$ cat config.mk
export PLATFORM = sky130hd
export DESIGN_NAME = sdram_traffic_gen
export DESIGN_NICKNAME = d
export VERILOG_FILES = /design/src/rtl/sdram_traffic_gen.sv
export SDC_FILE = /design/constraint.sdc
export NUM_CORES = 1
export LEC_CHECK = 0
export ABC_AREA = 1
export CORE_MARGIN = 2
export CORE_UTILIZATION = 47
export CTS_CLUSTER_DIAMETER = 200
export DETAILED_ROUTE_END_ITERATION = 8
export PLACE_DENSITY = 0.77
export SLEW_MARGIN = 20
export SYNTH_ARGS = -nofsm -noshare
export SYNTH_HDL_FRONTEND = slang
export SYNTH_SLANG_ARGS = --single-unit
$ cat constraint.sdc
create_clock -name clk -period 4.7 [get_ports clk]
set_clock_uncertainty 0.2 [all_clocks]
set_input_delay 0.94 -clock clk [delete_from_list [all_inputs] [get_ports clk]]
set_output_delay 0.94 -clock clk [all_outputs]
set_load 0.05 [all_outputs]
$ cat src/rtl/sdram_traffic_gen.sv
// Traffic generator/checker for the sdram_controller slave ports: writes COUNT
// patterned words, reads them back with pipelined reads and tallies mismatches.
module sdram_traffic_gen #(
    parameter int unsigned ADDR_WIDTH      = 25,
    parameter int unsigned DATA_WIDTH      = 16,
    parameter int unsigned CNT_WIDTH       = 16,
    parameter int unsigned MAX_OUTSTANDING = 4,
    parameter logic [63:0] LFSR_SEED       = 64'hACE1
) (
    input  logic                  clk,
    input  logic                  reset,
    input  logic                  start,
    input  logic [1:0]            mode,
    input  logic [ADDR_WIDTH-1:0] base_addr,
    input  logic [CNT_WIDTH-1:0]  count,
    output logic                  busy,
    output logic                  done,
    output logic                  error,
    output logic [CNT_WIDTH-1:0]  err_count,
    output logic [ADDR_WIDTH-1:0] first_err_addr,
    output logic [ADDR_WIDTH-1:0] m_awaddr,
    output logic                  m_awvalid,
    input  logic                  m_awready,
    output logic [DATA_WIDTH-1:0] m_wdata,
    output logic                  m_wvalid,
    input  logic                  m_wready,
    output logic [ADDR_WIDTH-1:0] m_araddr,
    output logic                  m_arvalid,
    input  logic                  m_arready,
    input  logic [DATA_WIDTH-1:0] m_rdata,
    input  logic                  m_rvalid,
    output logic                  m_rready
);
    localparam int unsigned OUT_WIDTH = $clog2(MAX_OUTSTANDING + 1);
    localparam logic [DATA_WIDTH-1:0] SEED = LFSR_SEED[DATA_WIDTH-1:0];

    // Galois feedback masks of maximal-length polynomials for common widths
    function automatic logic [DATA_WIDTH-1:0] lfsr_taps();
        case (DATA_WIDTH)
            8:       return DATA_WIDTH'(8'hB8);
            24:      return DATA_WIDTH'(24'hE10000);
            32:      return DATA_WIDTH'(32'hA3000000);
            default: return DATA_WIDTH'(16'hB400);
        endcase
    endfunction

    localparam logic [DATA_WIDTH-1:0] TAPS = lfsr_taps();

    function automatic logic [DATA_WIDTH-1:0] lfsr_step(input logic [DATA_WIDTH-1:0] v);
        return (v >> 1) ^ (v[0] ? TAPS : '0);
    endfunction

    function automatic logic [DATA_WIDTH-1:0] pattern(input logic [1:0]            md,
                                                      input logic [CNT_WIDTH-1:0]  idx,
                                                      input logic [ADDR_WIDTH-1:0] addr,
                                                      input logic [DATA_WIDTH-1:0] lfsr);
        case (md)
            2'd0:    return DATA_WIDTH'(idx);
            2'd1:    return DATA_WIDTH'(addr);
            2'd2:    return lfsr;
            default: return ~DATA_WIDTH'(addr);
        endcase
    endfunction

    typedef enum logic [1:0] {IDLE, WRITE, READ, DONE} state_t;

    state_t                state_q, state_d;
    logic [1:0]            mode_q;
    logic [CNT_WIDTH-1:0]  count_q;
    logic [CNT_WIDTH-1:0]  w_idx;
    logic [DATA_WIDTH-1:0] w_lfsr;
    logic [CNT_WIDTH-1:0]  ar_cnt;
    logic [OUT_WIDTH-1:0]  outstanding;
    logic [CNT_WIDTH-1:0]  rd_idx;
    logic [ADDR_WIDTH-1:0] rd_addr;
    logic [DATA_WIDTH-1:0] rd_lfsr;

    logic                  accept, aw_hs, w_hs, ar_hs, r_hs;
    logic                  word_done, w_last, r_last;
    logic [OUT_WIDTH-1:0]  outstanding_n;
    logic [CNT_WIDTH-1:0]  ar_cnt_n;
    logic [DATA_WIDTH-1:0] exp_data;

    assign accept    = start && (state_q == IDLE || state_q == DONE);
    assign aw_hs     = m_awvalid && m_awready;
    assign w_hs      = m_wvalid && m_wready;
    assign ar_hs     = m_arvalid && m_arready;
    assign r_hs      = (state_q == READ) && m_rvalid && m_rready;
    // A word retires once each channel has either just handshaken or already did
    assign word_done = (state_q == WRITE) && (!m_awvalid || m_awready) && (!m_wvalid || m_wready);
    assign w_last    = (w_idx == count_q - CNT_WIDTH'(1));
    assign r_last    = (rd_idx == count_q - CNT_WIDTH'(1));
    assign outstanding_n = outstanding + OUT_WIDTH'(ar_hs) - OUT_WIDTH'(r_hs);
    assign ar_cnt_n  = ar_cnt + CNT_WIDTH'(ar_hs);
    assign exp_data  = pattern(mode_q, rd_idx, rd_addr, rd_lfsr);

    always_ff @(posedge clk) begin
        if (reset) state_q <= IDLE;
        else       state_q <= state_d;
    end

    always_comb begin
        state_d = state_q;
        case (state_q)
            IDLE, DONE: if (start) state_d = (count == '0) ? DONE : WRITE;
            WRITE:      if (word_done && w_last) state_d = READ;
            READ:       if (r_hs && r_last) state_d = DONE;
            default:    state_d = IDLE;
        endcase
    end

    always_ff @(posedge clk) begin
        if (reset) begin
            busy           <= 1'b0;
            done           <= 1'b0;
            error          <= 1'b0;
            err_count      <= '0;
            first_err_addr <= '0;
            m_awaddr       <= '0;
            m_awvalid      <= 1'b0;
            m_wdata        <= '0;
            m_wvalid       <= 1'b0;
            m_araddr       <= '0;
            m_arvalid      <= 1'b0;
            m_rready       <= 1'b0;
            mode_q         <= '0;
            count_q        <= '0;
            w_idx          <= '0;
            w_lfsr         <= '0;
            ar_cnt         <= '0;
            outstanding    <= '0;
            rd_idx         <= '0;
            rd_addr        <= '0;
            rd_lfsr        <= '0;
        end else begin
            if (accept) begin
                mode_q         <= mode;
                count_q        <= count;
                busy           <= (count != '0);
                done           <= (count == '0);
                error          <= 1'b0;
                err_count      <= '0;
                first_err_addr <= '0;
                m_awaddr       <= base_addr;
                m_araddr       <= base_addr;
                rd_addr        <= base_addr;
                w_idx          <= '0;
                ar_cnt         <= '0;
                rd_idx         <= '0;
                outstanding    <= '0;
                w_lfsr         <= SEED;
                rd_lfsr        <= SEED;
                m_wdata        <= pattern(mode, CNT_WIDTH'(0), base_addr, SEED);
                m_awvalid      <= (count != '0);
                m_wvalid       <= (count != '0);
            end

            if (state_q == WRITE) begin
                if (word_done) begin
                    if (w_last) begin
                        m_awvalid <= 1'b0;
                        m_wvalid  <= 1'b0;
                        m_arvalid <= 1'b1;
                        m_rready  <= 1'b1;
                    end else begin
                        w_idx     <= w_idx + CNT_WIDTH'(1);
                        m_awaddr  <= m_awaddr + ADDR_WIDTH'(1);
                        w_lfsr    <= lfsr_step(w_lfsr);
                        m_wdata   <= pattern(mode_q, w_idx + CNT_WIDTH'(1),
                                             m_awaddr + ADDR_WIDTH'(1), lfsr_step(w_lfsr));
                        m_awvalid <= 1'b1;
                        m_wvalid  <= 1'b1;
                    end
                end else begin
                    if (aw_hs) m_awvalid <= 1'b0;
                    if (w_hs)  m_wvalid  <= 1'b0;
                end
            end

            if (state_q == READ) begin
                outstanding <= outstanding_n;
                ar_cnt      <= ar_cnt_n;
                if (ar_hs) m_araddr <= m_araddr + ADDR_WIDTH'(1);
                // A pending request stays valid: outstanding can only fall until it is taken
                m_arvalid   <= (ar_cnt_n < count_q) && (outstanding_n < OUT_WIDTH'(MAX_OUTSTANDING));
                if (r_hs) begin
                    rd_idx  <= rd_idx + CNT_WIDTH'(1);
                    rd_addr <= rd_addr + ADDR_WIDTH'(1);
                    rd_lfsr <= lfsr_step(rd_lfsr);
                    if (m_rdata != exp_data) begin
                        error <= 1'b1;
                        if (err_count != '1) err_count <= err_count + CNT_WIDTH'(1);
                        if (!error) first_err_addr <= rd_addr;
                    end
                    if (r_last) begin
                        busy      <= 1'b0;
                        done      <= 1'b1;
                        m_rready  <= 1'b0;
                        m_arvalid <= 1'b0;
                    end
                end
            end
        end
    end
endmodule

==> results_tabular.tex, run 1 <==
\begin{tabular}{lr}
\hline
Metric & Value \\
\hline
\multicolumn{2}{l}{\textbf{Layout}} \\
\quad Final std cells w/o fill & 2886 \\
\quad Share of final-layout standard cells stronger than drive strength 1 & 4.99\% \\
\quad Synth-to-Final Area Change & 20.2\% \\
\quad Final cell area excluding filler cells & 18100 um2 \\
\quad Number of antenna repair diodes & 0 \\
\quad Count of fill cells added during filler insertion & 3049 \\
\quad Layout net count & 2558 \\
\quad End-of-flow core utilization & 57.5\% \\
\multicolumn{2}{l}{\textbf{Critical path}} \\
\quad Type of origin of the critical path & register \\
\quad Critical path fanouts, max & 50 \\
\quad CP arrival & around 4.1 ns \\
\quad Class of the most critical setup path & reg2reg \\
\quad WP data required & 4.91 ns \\
\quad CP endpoint kind & register \\
\multicolumn{2}{l}{\textbf{Timing}} \\
\quad Min setup slack post-route & 0.851 ns \\
\quad Worst-case hold slack & around 0.28 ns \\
\quad Part of the cycle the worst path needs & 81.9\% \\
\quad Setup violations, final & 0 \\
\quad Worst slew margin relative to its limit & 28.7\% \\
\quad Highest clock rate & around 260 MHz \\
\quad Unrepaired setup endpoints after global routing & false \\
\quad Slew of the pin with the lowest slew margin & 1.07 ns \\
\quad Min cycle time layout & 3.85 ns \\
\quad Final Hold Violating Endpoints & 0 \\
\quad Total negative setup slack & 0 ns \\
\quad Number of pins exceeding their max-slew limit in the final report & 0 \\
\multicolumn{2}{l}{\textbf{Place}} \\
\quad Number of port buffers & $\sim$180 \\
\quad Cell area after placement & around 17000 um2 \\
\quad Hpwl dp & 37800 um \\
\quad Inst Count DP & 2833 \\
\quad Global placer's final weighted congestion & 0.983 \\
\quad Pre-CTS setup slack & about 0.38 ns \\
\multicolumn{2}{l}{\textbf{Route}} \\
\quad First DRT Iteration DRCs & 1759 \\
\quad DRT antenna net count & 0 \\
\quad Count of vias placed by the detailed router & $\sim$16000 \\
\quad Number of detailed-routing iterations run before antenna repair & 6 \\
\quad Avg WL per Cell & 17.7 um \\
\quad Average vias per placed instance & 5.69 \\
\quad Post-detailed-route DRC marker count & 0 \\
\quad Final Routed Wirelength & between 50000 and 60000 um \\
\multicolumn{2}{l}{\textbf{Synthesis}} \\
\quad Number of nets in the synthesized netlist & $\sim$2400 \\
\quad Post-Syn Area & approximately 15000 um2 \\
\quad Fraction of synthesis flops using an asynchronous set or reset pin & 0\% \\
\quad Share of synthesized area occupied by flip-flops and latches & about a third \\
\quad Synth Warn \# & 0 \\
\quad Seq cells post-synth & 242 \\
\quad Average cell area after synthesis & 6.47 um2 \\
\quad Synthesized instance count & 2332 \\
\quad Number of distinct library cell variants in the gate-level netlist after synthesis & 54 \\
\quad Count of flip-flops with a built-in enable after synthesis & 0 \\
\quad Most frequently used flop master after synthesis & sky130\_fd\_sc\_hd\_\_dfxtp\_1 \\
\multicolumn{2}{l}{\textbf{GRT}} \\
\quad Largest net degree at the start of global routing & 94 \\
\quad Via count of the first global-routing pass & 15263 \\
\quad First-pass GRT wire length & about 80000 um \\
\quad Leftover overflow at the end of global routing & 0 \\
\quad GR Util All Layers & between 20\% and 30\% \\
\quad Number of antenna violations at the first check in global routing & 0 \\
\multicolumn{2}{l}{\textbf{Floorplan}} \\
\quad Die footprint & 33600 um2 \\
\quad Count of boundary I/O pins & 180 \\
\quad Row count & 65 \\
\quad Area of the core region & 31600 um2 \\
\quad DIE WIDTH & 183 um \\
\quad Chip Height & 183 um \\
\quad Starting Density & between 40 and 50\% \\
\multicolumn{2}{l}{\textbf{Power and ir drop}} \\
\quad Leak pwr & 7.57 nW \\
\quad Max IR drop VDD & 0.346 mV \\
\quad Sum of internal, switching and leakage power & just over 10 mW \\
\quad Ratio of total power to cell area & about 560 nW/um2 \\
\multicolumn{2}{l}{\textbf{Clocking}} \\
\quad Post-CTS Setup Repair Bufs & 0 \\
\quad Source-to-sink clock delay at the later pin of the worst-skew pair & 0.55 ns \\
\quad Root buffer cell & sky130\_fd\_sc\_hd\_\_clkbuf\_16 \\
\quad Number of buffers inserted by hold repair at cts & 0 \\
\quad \# resized after CTS & 0 \\
\quad Number of sinks driven by the clock tree & 242 \\
\quad Max clock buf depth & 3 \\
\quad Number of buffers created by CTS & 28 \\
\quad Number of levels in the clock H-tree & 1 \\
\quad Clock tree from TritonCTS & done \\
\quad Reg clk slew, reported paths & roughly 0.06 ns \\
\multicolumn{2}{l}{\textbf{Min path}} \\
\quad Worst hold path class & reg2reg \\
\multicolumn{2}{l}{\textbf{Job}} \\
\quad Total of max-cap violations & 0 \\
\multicolumn{2}{l}{\textbf{Outcome}} \\
\quad Result of the run & finished, final reports clean \\
\hline
\end{tabular}
[per-layer routing]
layer	track usage (%)	vias up	wire, um
met3	4.23	131	4030
met5	0	-	0
met2	48.4	696	23100
met1	39.5	7665	21800
li1	-	7922	-
met4	11.7	0	2120
[power by group]
group	switching [mW]	internal (mW)
sequential	0.549	2.46
clock	0.918	1.42
combinational	3.29	1.43
[logic make-up (layout without fill, tap and decap cells)]
group | Yosys count | after routing | synth area share, %
multiplexers | 1 | 1 | 0.0746
adder cells (fa/ha/maj) | 30 | 30 | 2.54
buffers and inverters | 389 | 541 | 10.2
AND/OR/NAND/NOR | 1092 | 1092 | 31.2
AO/OA/AOI/OAI | 474 | 474 | 17.9
XOR/XNOR | 104 | 104 | 6.03
flip-flops | 242 | 242 | 32.1
[layout by cell type (no fill, tap or decap), types with 21 or more instances in the layout]
cell,instances
sky130_fd_sc_hd__ha_1,29
sky130_fd_sc_hd__buf_4,21
sky130_fd_sc_hd__dfxtp_1,242
sky130_fd_sc_hd__nand2_1,544
sky130_fd_sc_hd__nand4_1,31
sky130_fd_sc_hd__a21oi_1,169
sky130_fd_sc_hd__clkbuf_16,28
sky130_fd_sc_hd__nor2_1,230
sky130_fd_sc_hd__o21ai_1,45
sky130_fd_sc_hd__clkdlybuf4s50_1,178
sky130_fd_sc_hd__nand3_1,186
sky130_fd_sc_hd__o21ai_0,135
sky130_fd_sc_hd__xnor2_1,22
sky130_fd_sc_hd__o211ai_1,36
sky130_fd_sc_hd__xor2_1,82
sky130_fd_sc_hd__nor3_1,39
sky130_fd_sc_hd__inv_1,277
[sequential cells by signal, indices dropped and copies added (netlist names), 25 cells and up]
register / count
m_araddr: 25
m_awaddr: 25
first_err_addr: 25
rd_addr: 25
[cell type report]
| cell class | instances | area [um2] | area share (%) |
|---|---|---|---|
| clock inverter | 15 | 195 | 1.08 |
| inverter | 287 | 1080 | 5.94 |
| timing repair buffer | 202 | 2000 | 11.0 |
| tap | 402 | 503 | 2.77 |
| clock buffer | 37 | 805 | 4.43 |
| sequential | 242 | 4840 | 26.7 |
| multi-input combinational | 1701 | 8720 | 48.1 |
[worst max-delay path, cell delays in order, from the launching register on]
cell	delay [ns]
sky130_fd_sc_hd__dfxtp_1	0.65
sky130_fd_sc_hd__nor2_2	0.99
sky130_fd_sc_hd__nand2_1	0.13
sky130_fd_sc_hd__nand3_1	0.13
sky130_fd_sc_hd__o21ai_0	0.12
sky130_fd_sc_hd__xnor2_1	0.14
sky130_fd_sc_hd__nor2_1	0.10
sky130_fd_sc_hd__nand2_1	0.08
sky130_fd_sc_hd__nor2_2	0.36
sky130_fd_sc_hd__nand2_4	0.17
sky130_fd_sc_hd__nand3_2	0.12
sky130_fd_sc_hd__buf_12	0.23
sky130_fd_sc_hd__nand2_1	0.09
sky130_fd_sc_hd__o21ai_1	0.10
sky130_fd_sc_hd__nor2_1	0.06
[worst paths after layout]
path                  start           endpoint  slack (ns)  cells past startpoint
min          outstanding[0]     outstanding[0]        0.28                      2
max               mode_q[0]  first_err_addr[7]        0.85                     14
min reg2reg  outstanding[0]     outstanding[0]        0.28                      2
max reg2reg       mode_q[0]  first_err_addr[7]        0.85                     14
[synth_stat cells, types with 5 or more instances]
cell | count | area (um2)
sky130_fd_sc_hd__a211oi_1 | 18 | 135
sky130_fd_sc_hd__buf_4 | 5 | 37.5
sky130_fd_sc_hd__xnor2_1 | 22 | 193
sky130_fd_sc_hd__nor4_1 | 12 | 75.1
sky130_fd_sc_hd__dfxtp_1 | 242 | 4840
sky130_fd_sc_hd__nor2_1 | 231 | 867
sky130_fd_sc_hd__o211ai_1 | 36 | 270
sky130_fd_sc_hd__nor2_2 | 7 | 43.8
sky130_fd_sc_hd__inv_1 | 279 | 1050
sky130_fd_sc_hd__o22ai_1 | 9 | 56.3
sky130_fd_sc_hd__buf_6 | 6 | 67.6
sky130_fd_sc_hd__o21ai_1 | 45 | 225
sky130_fd_sc_hd__nor3_1 | 39 | 195
sky130_fd_sc_hd__ha_1 | 29 | 363
sky130_fd_sc_hd__a31oi_1 | 18 | 113
sky130_fd_sc_hd__a21oi_1 | 169 | 846
sky130_fd_sc_hd__clkbuf_1 | 61 | 229
sky130_fd_sc_hd__or2_2 | 10 | 62.6
sky130_fd_sc_hd__o221ai_1 | 5 | 43.8
sky130_fd_sc_hd__nand2_1 | 545 | 2050
sky130_fd_sc_hd__buf_1 | 13 | 48.8
sky130_fd_sc_hd__xor2_1 | 82 | 718
sky130_fd_sc_hd__nand4_1 | 31 | 194
sky130_fd_sc_hd__nand3_1 | 187 | 936
sky130_fd_sc_hd__buf_2 | 17 | 85.1
sky130_fd_sc_hd__o21ai_0 | 135 | 676
sky130_fd_sc_hd__a22oi_1 | 7 | 52.6
Note: power is estimated with default switching activity, not from simulation.
==> run 2, diff against run 1 <==
clock period = 3.8 ns   (was 4.7 ns; I/O delays follow)
==> run 2 against run 1 <==
Via count down 1.1%. Cell count is 0.80% higher. Die area unchanged. Critical path depth up 7. Sequential share of layout area decreased by 0.22 points. Global-route usage is 0.14 points higher.
==> results_tabular.tex, run 2 (synthesized netlist as in run 1, its figures left out) <==
\begin{tabular}{lr}
\hline
Metric & Value \\
\hline
\multicolumn{2}{l}{\textbf{Clocking}} \\
\quad Clock tree from TritonCTS & done \\
\quad Number of buffers created by CTS & 27 \\
\quad Max clock buf depth & 3 \\
\quad Number of sinks driven by the clock tree & 242 \\
\quad Root buffer cell & sky130\_fd\_sc\_hd\_\_clkbuf\_16 \\
\quad Number of levels in the clock H-tree & 1 \\
\quad Number of buffers inserted by hold repair at cts & 0 \\
\quad Reg clk slew, reported paths & 0.06 ns \\
\quad Source-to-sink clock delay at the later pin of the worst-skew pair & 0.56 ns \\
\multicolumn{2}{l}{\textbf{Layout}} \\
\quad Synth-to-Final Area Change & 21.2\% \\
\quad Number of antenna repair diodes & 0 \\
\quad Highest-count cells in the layout ignoring fill and taps & sky130\_fd\_sc\_hd\_\_nand2\_1 (544), sky130\_fd\_sc\_hd\_\_inv\_1 (276), sky130\_fd\_sc\_hd\_\_dfxtp\_1 (242), sky130\_fd\_sc\_hd\_\_nor2\_1 (227), sky130\_fd\_sc\_hd\_\_nand3\_1 (184) \\
\quad Count of fill cells added during filler insertion & 3034 \\
\quad Final cell area excluding filler cells & 18300 um2 \\
\quad Layout net count & 2584 \\
\quad Leading cell type in the layout, fill and taps excluded & sky130\_fd\_sc\_hd\_\_nand2\_1 \\
\quad Share of final-layout standard cells stronger than drive strength 1 & 6.06\% \\
\multicolumn{2}{l}{\textbf{Floorplan}} \\
\quad DIE WIDTH & 183 um \\
\quad Starting Density & 47.8\% \\
\quad Area of the core region & 31600 um2 \\
\quad Die footprint & 33600 um2 \\
\quad Chip Height & about 180 um \\
\quad Count of boundary I/O pins & 180 \\
\quad Row count & 65 \\
\multicolumn{2}{l}{\textbf{Min path}} \\
\quad Worst hold path class & reg2reg \\
\multicolumn{2}{l}{\textbf{Critical path}} \\
\quad CP arrival & about 3.8 ns \\
\quad Class of the most critical setup path & in2reg \\
\quad Critical path fanouts, max & 3 \\
\quad Type of origin of the critical path & input pin \\
\quad WP data required & 4.07 ns \\
\quad Worst reg2reg setup slack & 0.36 ns \\
\quad CP endpoint kind & register \\
\multicolumn{2}{l}{\textbf{GRT}} \\
\quad Largest net degree at the start of global routing & 83 \\
\quad GR Util All Layers & 29.8\% \\
\quad Number of antenna violations at the first check in global routing & 0 \\
\quad Via count of the first global-routing pass & 15360 \\
\quad First-pass GRT wire length & around 81000 um \\
\quad Leftover overflow at the end of global routing & 0 \\
\multicolumn{2}{l}{\textbf{Route}} \\
\quad Avg WL per Cell & 17.4 um \\
\quad Final Routed Wirelength & 50700 um \\
\quad Number of detailed-routing iterations run before antenna repair & 8 \\
\quad Count of vias placed by the detailed router & 16236 \\
\quad DRT antenna net count & 0 \\
\quad First DRT Iteration DRCs & 1739 \\
\quad Average vias per placed instance & 5.58 \\
\quad Post-detailed-route DRC marker count & 0 \\
\multicolumn{2}{l}{\textbf{Timing}} \\
\quad Final Hold Violating Endpoints & 0 \\
\quad Highest clock rate & about 290 MHz \\
\quad Number of pins exceeding their max-slew limit in the final report & 0 \\
\quad Worst slew margin relative to its limit & approximately 34\% \\
\quad Slew of the pin with the lowest slew margin & roughly 0.98 ns \\
\quad Total negative setup slack & 0 ns \\
\quad Part of the cycle the worst path needs & just over 90\% \\
\quad Setup violations, final & 0 \\
\quad Worst-case hold slack & 0.265 ns \\
\quad Min cycle time layout & 3.47 ns \\
\multicolumn{2}{l}{\textbf{Place}} \\
\quad Hpwl dp & 38000 um \\
\quad Cell area after placement & 17300 um2 \\
\quad Number of port buffers & 179 \\
\quad Global placer's final weighted congestion & 0.980 \\
\multicolumn{2}{l}{\textbf{Outcome}} \\
\quad Result of the run & finished, final reports clean \\
\multicolumn{2}{l}{\textbf{Power and ir drop}} \\
\quad Max IR drop VDD & 0.502 mV \\
\quad Sum of internal, switching and leakage power & approximately 12 mW \\
\quad Leak pwr & between 7 and 8 nW \\
\quad Ratio of total power to cell area & 672 nW/um2 \\
\multicolumn{2}{l}{\textbf{Job}} \\
\quad Total of max-cap violations & 0 \\
\hline
\end{tabular}
[run 2: final timing paths]
check | start | cells past startpoint | end
setup / recovery | m_arready | 21 | m_arvalid
hold / removal | outstanding[0] | 2 | outstanding[0]
setup reg to reg | count_q[1] | 15 | m_awaddr[9]
hold reg to reg | outstanding[0] | 2 | outstanding[0]
[run 2: worst max-delay path: stages]
cell                              delay (ns)
sky130_fd_sc_hd__clkdlybuf4s50_1        0.46
sky130_fd_sc_hd__nand2_1                0.08
sky130_fd_sc_hd__inv_2                  0.07
sky130_fd_sc_hd__ha_2                   0.16
sky130_fd_sc_hd__ha_1                   0.16
sky130_fd_sc_hd__nand4_1                0.15
sky130_fd_sc_hd__nor2_1                 0.12
sky130_fd_sc_hd__nand2_1                0.07
sky130_fd_sc_hd__nor2_1                 0.14
sky130_fd_sc_hd__nand4_1                0.15
sky130_fd_sc_hd__nor2_2                 0.15
sky130_fd_sc_hd__nand2_1                0.08
sky130_fd_sc_hd__xnor2_1                0.21
sky130_fd_sc_hd__ha_1                   0.29
sky130_fd_sc_hd__nand4_1                0.12
sky130_fd_sc_hd__a31oi_1                0.06
sky130_fd_sc_hd__nor3_2                 0.18
sky130_fd_sc_hd__nand3_1                0.09
sky130_fd_sc_hd__nand2_1                0.08
sky130_fd_sc_hd__nand2_1                0.04
sky130_fd_sc_hd__a21oi_1                0.11
[run 2: area by class of cell]
type                            instances  area (um2)  area share (%)
Clock inverter                         10         134           0.732
Inverter                              287        1080            5.89
Tap cell                              402         503            2.75
Timing Repair Buffer                  229        2210            12.1
Multi-Input combinational cell       1701        8780            48.0
Clock buffer                           38         747            4.08
Sequential cell                       242        4840            26.5
[run 2: where the power goes]
group	internal, mW	switching (mW)
Clock	1.57	1.10
Sequential	3.05	0.650
Combinational	1.82	4.11
[run 2: what timing repair did]
item                                    4_1_cts  5_1_grt
endpoints found under the setup margin        0        1
gates resized for setup                       0       13
setup buffers                                 0        2
[run 2: metal layers]
layer / GRT usage (%) / routed length, um / vias to the layer above
met5: 0 / 0 / -
met4: 11.6 / 1950 / 0
met3: 3.87 / 4040 / 138
met2: 47.6 / 22500 / 722
met1: 40.9 / 22200 / 7399
li1: - / - / 7977
[run 2: per-stage QoR]
step                      std cells  worst slack [ns]  util [%]
after global placement         2859            -0.232      55.0
after detailed placement       2859            -0.324      55.0
after floorplan                2332             0.238         -
after global routing           2909           -0.0110      58.0
final                          2909             0.325      58.0
after CTS                      2907             0.221      57.8
